File: src/rtl/imm_materializer.sv
// Turns a 64-bit constant into a MOVZ/MOVK instruction sequence, one IW-type
// word per beat, skipping zero halfwords. Two states: IDLE accepts, EMIT drains.
module imm_materializer #(
  parameter logic [8:0] MOVZ_OPC = 9'h1A5,
  parameter logic [8:0] MOVK_OPC = 9'h1E5
) (
  input  logic        CLK,
  input  logic        Reset,
  input  logic        in_valid,
  output logic        in_ready,
  input  logic [63:0] in_value,
  input  logic [4:0]  in_rd,
  output logic        out_valid,
  input  logic        out_ready,
  output logic [31:0] out_instr,
  output logic        out_last,
  output logic        busy
);

  // Handshakes: a transfer happens on a rising edge where valid and ready are
  // both 1; valid never depends on ready, and out_instr/out_last hold while
  // out_valid=1 and out_ready=0.
  typedef enum logic {IDLE = 1'b0, EMIT = 1'b1} state_t;

  state_t      state, state_next;
  logic [63:0] value_q;
  logic [4:0]  rd_q;
  logic [3:0]  mask_q;
  logic        first_q;

  logic        accept, complete;
  logic [3:0]  sel_bit, rest_mask;
  logic [1:0]  hw;
  logic [15:0] imm;
  logic        last_beat;

  assign accept   = in_valid && in_ready;
  assign complete = out_valid && out_ready;

  always_ff @(posedge CLK) begin
    if (Reset) state <= IDLE;
    else       state <= state_next;
  end

  always_comb begin
    state_next = state;
    case (state)
      IDLE:    if (in_valid)               state_next = EMIT;
      EMIT:    if (out_ready && last_beat) state_next = IDLE;
      default:                             state_next = IDLE;
    endcase
  end

  always_comb begin
    in_ready  = (state == IDLE);
    out_valid = (state == EMIT);
    busy      = (state == EMIT);
  end

  // Lowest pending halfword; an empty mask falls back to hw=0 for the zero case.
  always_comb begin
    sel_bit   = mask_q & (~mask_q + 4'd1);
    rest_mask = mask_q & ~sel_bit;
    last_beat = (rest_mask == 4'd0);
    if (mask_q[0])      hw = 2'd0;
    else if (mask_q[1]) hw = 2'd1;
    else if (mask_q[2]) hw = 2'd2;
    else if (mask_q[3]) hw = 2'd3;
    else                hw = 2'd0;
    case (hw)
      2'd0:    imm = value_q[15:0];
      2'd1:    imm = value_q[31:16];
      2'd2:    imm = value_q[47:32];
      default: imm = value_q[63:48];
    endcase
  end

  always_comb begin
    out_instr = 32'd0;
    out_last  = 1'b0;
    if (out_valid) begin
      out_instr = {(first_q ? MOVZ_OPC : MOVK_OPC), hw, imm, rd_q};
      out_last  = last_beat;
    end
  end

  always_ff @(posedge CLK) begin
    if (Reset) begin
      value_q <= 64'd0;
      rd_q    <= 5'd0;
      mask_q  <= 4'd0;
      first_q <= 1'b0;
    end else if (accept) begin
      value_q <= in_value;
      rd_q    <= in_rd;
      mask_q  <= {in_value[63:48] != 16'd0, in_value[47:32] != 16'd0,
                  in_value[31:16] != 16'd0, in_value[15:0]  != 16'd0};
      first_q <= 1'b1;
    end else if (complete) begin
      mask_q  <= rest_mask;
      first_q <= 1'b0;
    end
  end

endmodule

File: config.mk
export PLATFORM = sky130hd
export DESIGN_NAME = imm_materializer
export DESIGN_NICKNAME = d
export VERILOG_FILES = /design/src/rtl/imm_materializer.sv
export SDC_FILE = /design/constraint.sdc
export NUM_CORES = 1
export LEC_CHECK = 0
export CORE_MARGIN = 5
export CORE_UTILIZATION = 35
export DETAILED_ROUTE_END_ITERATION = 16
export HOLD_SLACK_MARGIN = 0.08
export PLACE_DENSITY_LB_ADDON = 0.05
export SLEW_MARGIN = 20
export SYNTH_ARGS = -nofsm -noshare
export SYNTH_HDL_FRONTEND = slang
export SYNTH_SLANG_ARGS = --single-unit
File: constraint.sdc
create_clock -name CLK -period 2.1 [get_ports CLK]
set_clock_uncertainty 0.05 [all_clocks]
set_input_delay 0.42 -clock CLK [delete_from_list [all_inputs] [get_ports CLK]]
set_output_delay 0.42 -clock CLK [all_outputs]
set_load 0.005 [all_outputs]
Word-level counts from Yosys, hierarchy flattened
Cells that the tools add are included.
{"block": "op_classes", "n_addsub": 1, "n_eq_ne": 2, "muxes": 15, "bitwise": 5, "reduce_logical": 10}
{"cell": "$reduce_bool A16 Y1", "n": 4}
{"cell": "$pmux W16 S3", "n": 1}
{"cell": "$mux W32", "n": 1}
{"cell": "$and A4 B4 Y4", "n": 2}
{"cell": "$mux W2", "n": 4}
{"cell": "$mux W4", "n": 2}
{"cell": "$not A4 Y4", "n": 2}
{"cell": "$mux W7", "n": 1}
{"cell": "$mux W1", "n": 5}
{"cell": "$add A4 B1 Y4 const B", "n": 1}
{"cell": "$logic_not A4 Y1", "n": 1}
{"cell": "$logic_and A1 B1 Y1", "n": 3}
{"cell": "$eq A2 B1 Y1 const B", "n": 1}
{"cell": "$eq A2 B2 Y1 const B", "n": 1}
{"cell": "$logic_not A2 Y1", "n": 1}
{"cell": "$pmux W1 S2", "n": 1}
{"cell": "$reduce_bool A2 Y1", "n": 1}
{"cell": "$not A1 Y1", "n": 1}
{"block": "totals", "ff_bits": 75, "out_inout_bits": 36, "word_cells": 38}

Longest topological paths before layout
Gate-level depths: netlist of run 1.
{"block": "logic_depth", "depth_word": 9, "ltp_mapped": 6}

Least setup slack after synthesis of run 1
OpenSTA, ideal clock, no wires.
{"block": "synth_timing", "path_type": "register to output", "startpoint": "register mask_q[3]", "endpoint": "output out_instr[11]", "t_arrival_ps": 1229, "required_ps": 1630, "setup_slack_ps": 401, "path_stages_with_launch": 5, "cell_sequence": "dfxtp_1 -> or4b_4 -> buf_2 -> o21ai_1 -> a21oi_1"}
{"block": "synth_between", "elab_chain_cells": 7, "word_cells_on_any_way": 9, "cone_classes": "2 x eq/ne; 6 x mux; 1 x reduce/logical"}
{"element": "start, declared", "line": "28", "source": "logic [3:0] mask_q;"}
{"element": "start signal, assigned", "line": "96", "source": "mask_q <= {in_value[63:48] != 16'd0, in_value[47:32] != 16'd0,"}
{"element": "start signal, assigned", "line": "100", "source": "mask_q <= rest_mask;"}
{"element": "$mux W2 *", "line": "68", "source": "else if (mask_q[3]) hw = 2'd3;"}
{"element": "$mux W2 *", "line": "67", "source": "else if (mask_q[2]) hw = 2'd2;"}
{"element": "$mux W2 *", "line": "66", "source": "else if (mask_q[1]) hw = 2'd1;"}
{"element": "$mux W2 *", "line": "65", "source": "if (mask_q[0]) hw = 2'd0;"}
{"element": "$eq A2 B2 Y1, or another cell as far along", "line": "70", "source": "case (hw)"}
{"element": "$pmux W16 S3 *", "line": "70"}
{"element": "$mux W32 *", "line": "81", "source": "if (out_valid) begin"}
{"element": "end, declared", "line": "15", "source": "output logic [31:0] out_instr,"}
Every way passes the cells marked *; elsewhere a longest branch is shown, timed or not.

Worst setup path in the final report of run 1
{"block": "layout_timing", "startpoint": "register mask_q[1]", "endpoint": "output out_instr[11]"}
{"block": "layout_between", "elab_chain_cells": 5, "word_cells_on_any_way": 7, "cone_classes": "2 x eq/ne; 4 x mux; 1 x reduce/logical"}
{"element": "$mux W2 *", "line": "66"}
{"element": "$mux W2 *", "line": "65"}
{"element": "$eq A2 B2 Y1, or another cell as far along", "line": "70"}
{"element": "$pmux W16 S3 *", "line": "70"}
{"element": "$mux W32 *", "line": "81"}
Marks and branches as above.

==> flow_metrics.py, run 1 <==
metrics = {
    "die": {
        "dieArea_mm2": 0.0121,
        "num_rows": 36,
        "core_area_mm2": 0.00977,
        "boundaryPins": 109,
        "fp.dieW_um": 110,
        "die_h_um": 110,
        "initial_core_util": 0.359,
    },
    "setup_path": {
        "crit_required_ns": 1.63,
        "cp.arrival_ns": 1.83,
        "crit_type": "register to output port",
        "critPathCaptureType": "output port",
        "crit_path_start_kind": "register",
        "cp_max_fo": 8,
    },
    "cells_and_area": {
        "multi_input_area_mm2": 0.00196,
        "syn_to_final_growth_pct": 48.4,
        "diodes": 0,
        "drive_above_1_share": 0.182,
        "nets": 661,
        "nFillCells": 960,
        "seqCellArea_mm2": 0.00151,
    },
    "yosys": {
        "yosysWarningCount": 0,
        "synth_top_family_by_area": "simple AND/OR/NAND/NOR gates",
        "synth.largest_area_cell": "dfxtp_1",
        "synth_common_cells": "155 x nand2_1, 91 x a21oi_1, 75 x dfxtp_1, 23 x clkbuf_1, 22 x o21ai_0",
        "async_flop_share": 0,
        "yosys-top-cells-area": "dfxtp_1 43%, nand2_1 17%, a21oi_1 13%",
        "synth_ff_type": "dfxtp_1",
        "synth-xor-area-share": 0,
        "synthDominantCellAreaShare": 0.428,
        "muxShareOfSynthArea": 0,
        "synth.distinct_cells": 28,
        "netlist_instances": 482,
        "syn-cell-area_mm2": 0.00351,
        "synth-simple-area-share": 0.256,
        "synth_area_per_cell_um2": 7.29,
        "synth.most_common_cell": "nand2_1",
        "synthAdderAreaFrac": 0.00285,
        "synth-edff-count": 0,
        "synth-compound-area-share": 0.244,
        "ys_ff_latch": 75,
        "ys_seq_area_frac": 0.428,
    },
    "routing": {
        "ant_nets": 0,
        "dr.pass1.iters": 4,
        "wirelength_mm": 11.9,
        "via_count": 3702,
        "drc": 0,
        "first_iter_violations": 176,
        "wl_per_cell_um": 16.4,
        "via_per_inst": 5.10,
    },
    "pwr": {
        "internal-power_mw": 2.39,
        "power.leakage_nw": 1.89,
        "p_sw_mw": 1.02,
        "ir_drop_v": 0.000307,
        "p_sw_frac": 0.300,
        "pwr-share-seq": 0.465,
        "clkPwrFrac": 0.285,
        "pwr_density_cell_mw_per_mm2": 655,
        "p_comb_frac": 0.251,
    },
    "cts": {
        "clk_pin_slew_ns": 0.08,
        "cts-root-buf": "clkbuf_8",
        "worstSkewPairLatency_ns": 0.35,
        "cts-htree-levels": 3,
        "cts_buffer_depth": 2,
        "cts_tree": "yes",
        "cts_sinks": 75,
        "ctsHoldBuffers": 0,
        "numCtsBuffers": 9,
    },
    "sta": {
        "rsz0062_at_grt": "true",
        "layout_worst_path_cycle_share": 1.09,
        "setup_viol": 17,
        "final.setup.tns_ns": -2.30,
        "layout_setup_ws_ns": -0.197,
        "fmax_mhz": 435,
        "hold_ws_ns": 0.403,
        "hold_viol_final": 0,
        "finalMaxSlewViolations": 0,
        "layout_min_cycle_time_ns": 2.30,
    },
    "placement": {
        "numPortBuffers": 105,
        "dp_hpwl_mm": 8.57,
        "gp_congestion": 0.843,
    },
    "run_status": {
        "violations": "setup timing",
        "status": "finished, violations left",
    },
    "hold_path": {
        "holdCritPathClass": "register to register",
    },
    "global_routing": {
        "overflow": 0,
        "grtUsageTotal": 0.199,
        "grt_max_degree": 43,
        "grt_pass1_wl_mm": 18.5,
        "antenna_found_initial": 0,
        "grt_pass1_vias": 3566,
    },
    "flow_run": {
        "maxCapViolCount": 0,
    },
}
## cells in the final DEF, fill, tap and decap left out, drive strengths merged
cell and instances:
dlygate4sd2 1, o21ai 34, clkinv 2, a41o 3, clkdlybuf4s15 2, a211oi 1
a311oi 1, nor4 17, and4 1, inv 2, nor2 4, o311ai 1
nand2 155, conb 3, and2 6, buf 50, nand2b 2, maj3 1
a21oi 91, a311o 16, clkbuf 14, clkdlybuf4s50 85, or3 1, or4b 2
nor2b 17, o211ai 2, clkinvlp 3, nor3 1, dfxtp 75
## power groups by stage
| stage | sequential, mW | combinational, mW | clock [mW] |
|---|---|---|---|
| final | 1.58 | 0.856 | 0.971 |
| after global placement | 1.60 | 0.757 | 0 |
| after global routing | 1.59 | 0.929 | 1.07 |
| after floorplan | 1.58 | 0.377 | 0 |
| after detailed placement | 1.61 | 0.761 | 0 |
| after CTS | 1.58 | 0.828 | 0.992 |
## logic make-up after synthesis
logic type,count (synthesis)
adders and majority gates,1
buffers and inverters,51
DFF,75
and+or+nand+nor,205
AOI/OAI and AO/OA,149
other,1
## critical path: stages, from the launching register on
cell	delay, ns
dfxtp_4	0.37
buf_6	0.11
or4b_4	0.55
buf_6	0.15
o21ai_4	0.11
a21oi_2	0.05
buf_2	0.13
## layout make-up
class                      count  share of cell area
clock buffer                  11              0.0252
clock inverter                 5             0.00768
multi-input combinational    359               0.376
timing repair buffer         141               0.268
tap                          133              0.0319
inverter                       2             0.00144
sequential                    75               0.290
## registers in the layout, indices dropped and copies added (netlist names)
| name | cells |
|---|---|
| busy | 1 |
| mask_q | 4 |
| rd_q | 5 |
| first_q | 1 |
| value_q | 64 |
## routing by layer
metal | up-vias | share of wire | GRT usage
li1 | 1862 | - | -
met1 | 1711 | 0.46 | 0.270
met2 | 105 | 0.45 | 0.307
met3 | 24 | 0.053 | 0.0495
met4 | 0 | 0.027 | 0.0686
met5 | - | 0 | 0
## final timing paths
check             cells past startpoint            end  slack (ns)      start
setup reg to reg                      5      mask_q[1]        0.59       busy
hold reg to reg                       2        rd_q[0]        0.40    rd_q[0]
setup / recovery                      6  out_instr[11]       -0.20  mask_q[1]
hold / removal                        2        rd_q[0]        0.40    rd_q[0]
## stage by stage
| stage | worst slack (ns) | std cells | util | cell area [um^2] | power (mW) |
|---|---|---|---|---|---|
| final | -0.197 | 726 | 0.533 | 5210 | 3.41 |
| after global routing | -0.270 | 726 | 0.533 | 5210 | 3.60 |
| after CTS | -0.211 | 723 | 0.525 | 5130 | 3.40 |
| after detailed placement | -0.234 | 697 | 0.487 | 4760 | 2.37 |
| after global placement | -0.226 | 697 | 0.487 | 4760 | 2.36 |
| after floorplan | 0.401 | 484 | - | 3520 | 1.96 |
## what timing repair did
action,in CTS,in global routing
gates resized for setup,127,7
setup buffers,8,1
endpoints found under the setup margin,19,22
pin swaps,28,9
cloned,2,2
(Power assumes the default switching activity.)
==> run 2, diff against run 1 <==
- CORE_MARGIN: 5 -> 2
- clock period: 2.1 -> 2.3 ns (I/O delays scaled with it)
==> run 2 against run 1 <==
The flow still finishes with violations (setup timing). Die area down 11%. Register-to-register slack improved by 0.17 ns. Flip-flop and latch count did not move. Count of clock-buffer cells in the layout rose by 1. Sequential power is 8% lower. Core utilization rose by 0.93 points. Design area up 1.8%. Total power rose by 2.6%. Largest cell class unchanged.
==> flow_metrics.py, run 2 (synthesized netlist as in run 1, its figures left out) <==
metrics = {
    "cells_and_area": {
        "nets": 659,
        "drive_above_1_share": 0.188,
        "nFillCells": 984,
        "final_core_util": 0.542,
        "top_regs": "value_q (64), rd_q (5), mask_q (4)",
        "top_register": "value_q",
        "layout_common_cells": "155 x nand2_1, 85 x clkdlybuf4s50_1, 79 x a21oi_1",
        "final_cell_area_mm2": 0.00530,
        "largest_reg_flops": 64,
        "diodes": 0,
        "syn_to_final_growth_pct": 51.0,
        "final_common_cell": "nand2_1",
    },
    "cts": {
        "cts_buffer_depth": 2,
        "worstSkewPairLatency_ns": 0.35,
        "clk_pin_slew_ns": 0.07,
        "ctsHoldBuffers": 0,
        "cts-root-buf": "clkbuf_8",
        "numCtsBuffers": 9,
        "cts-htree-levels": 3,
        "cts_tree": "yes",
        "cts_sinks": 75,
    },
    "die": {
        "boundaryPins": 109,
        "die_h_um": 104,
        "fp.dieW_um": 104,
        "num_rows": 36,
        "dieArea_mm2": 0.0109,
        "initial_core_util": 0.359,
        "core_area_mm2": 0.00977,
    },
    "placement": {
        "place_area_mm2": 0.00471,
        "gp_congestion": 0.847,
        "place_ws_ns": -0.116,
        "numPortBuffers": 105,
        "dp_hpwl_mm": 8.13,
    },
    "pwr": {
        "power.leakage_nw": 1.94,
        "pwr_density_cell_mw_per_mm2": 660,
        "ir_drop_v": 0.000427,
    },
    "global_routing": {
        "grtUsageTotal": 0.215,
        "grt_pass1_vias": 3556,
        "antenna_found_initial": 0,
        "overflow": 0,
        "grt_pass1_wl_mm": 18.5,
        "grt_max_degree": 54,
    },
    "setup_path": {
        "critPathCaptureType": "output port",
        "crit_path_start": "mask_q[1]",
        "cp_slowest_cell": "or4b_4",
        "cp_max_fo": 5,
        "cp.arrival_ns": 1.90,
        "crit_type": "register to output port",
        "worstReg2RegEnd": "mask_q[2]",
        "crit_path_start_kind": "register",
        "worst_path_largest_cell_delay_ns": 0.60,
        "path_delay_family": "simple AND/OR/NAND/NOR gates",
        "path_depth": 6,
        "reg2reg_from": "busy",
        "cp_common_cell": "buf_12",
        "crit_required_ns": 1.79,
        "rrSetupSlack_ns": 0.76,
        "reg2reg_depth": 5,
        "path_cells": "buf_12 -> or4b_4 -> buf_12 -> o21ai_4 -> a21oi_2 -> buf_2",
        "cp_num_buf_inv": 3,
    },
    "sta": {
        "fmax_mhz": 416,
        "layout_setup_ws_ns": -0.106,
        "hold_ws_ns": 0.401,
        "setup_viol": 13,
        "layout_worst_path_cycle_share": 1.05,
        "final.setup.tns_ns": -0.939,
        "finalMaxSlewViolations": 0,
        "layout_min_cycle_time_ns": 2.41,
        "hold_viol_final": 0,
        "rsz0062_at_grt": "true",
    },
    "routing": {
        "drc": 0,
        "first_iter_violations": 142,
        "dr.pass1.iters": 5,
        "via_count": 3634,
        "ant_nets": 0,
        "via_per_inst": 5.02,
        "wirelength_mm": 11.5,
        "wl_per_cell_um": 15.9,
    },
    "hold_path": {
        "holdCritPathClass": "register to register",
        "min_from": "rd_q[2]",
        "min_path_cells": 2,
        "min_to": "rd_q[2]",
    },
    "run_status": {
        "status": "finished, violations left",
        "violations": "setup timing",
    },
    "flow_run": {
        "maxCapViolCount": 0,
    },
}
[run 2: final cells by class]
| type | instances | area, um^2 | area share |
|---|---|---|---|
| multi-input cells | 359 | 2010 | 0.378 |
| flip-flops and latches | 75 | 1510 | 0.285 |
| repair buffers | 139 | 1350 | 0.255 |
| well taps | 133 | 166 | 0.0314 |
| clock buffers | 12 | 165 | 0.0311 |
| clock inverters | 4 | 95.1 | 0.0179 |
| inverters | 2 | 7.51 | 0.00142 |
[run 2: worst register-to-register path: cells and delay by family (launching register included)]
family	cells	cell delay [ns]
AO/OA/AOI/OAI	2	0.33
AND/OR/NAND/NOR	1	0.26
buffers and inverters	2	0.44
flip-flops	1	0.39
[run 2: where the power goes]
part           leakage (nW)  switching [mW]  internal [mW]
Combinational          1.19           0.380          0.392
Sequential            0.618          0.0651           1.38
Clock                 0.133           0.475          0.808
[run 2: per-layer routing]
layer,global-route usage,share of wire,wire length (um),vias up
li1,-,-,-,1859
met1,0.287,0.48,5480,1672
met2,0.341,0.46,5320,88
met3,0.0482,0.040,463,15
met4,0.0763,0.019,216,0
met5,0,0,0,-
[run 2: how the worst max path moves through the flow]
stage / slack [ns] / endpoint
global placement: -0.09 / out_instr[8]
CTS: -0.14 / out_instr[6]
floorplan: 0.56 / out_instr[11]
global route: -0.17 / out_instr[19]
finish: -0.11 / out_instr[19]
detailed placement: -0.12 / out_instr[6]
[run 2: timing repair]
item,CTS,global route
resized for setup,118,19
setup buffers,11,1
endpoints found under the setup margin,19,20
pin swaps,21,18
hold endpoints to repair,0,0
gates cloned,1,1
[run 2: through the flow]
| stage | total power [mW] | std cells |
|---|---|---|
| 4_1_cts | 3.49 | 722 |
| 5_1_grt | 3.66 | 724 |
| 6_report | 3.50 | 724 |
| 3_5_place_dp | 2.14 | 694 |
| 3_3_place_gp | 2.14 | 694 |
| 2_1_floorplan | 1.79 | 484 |
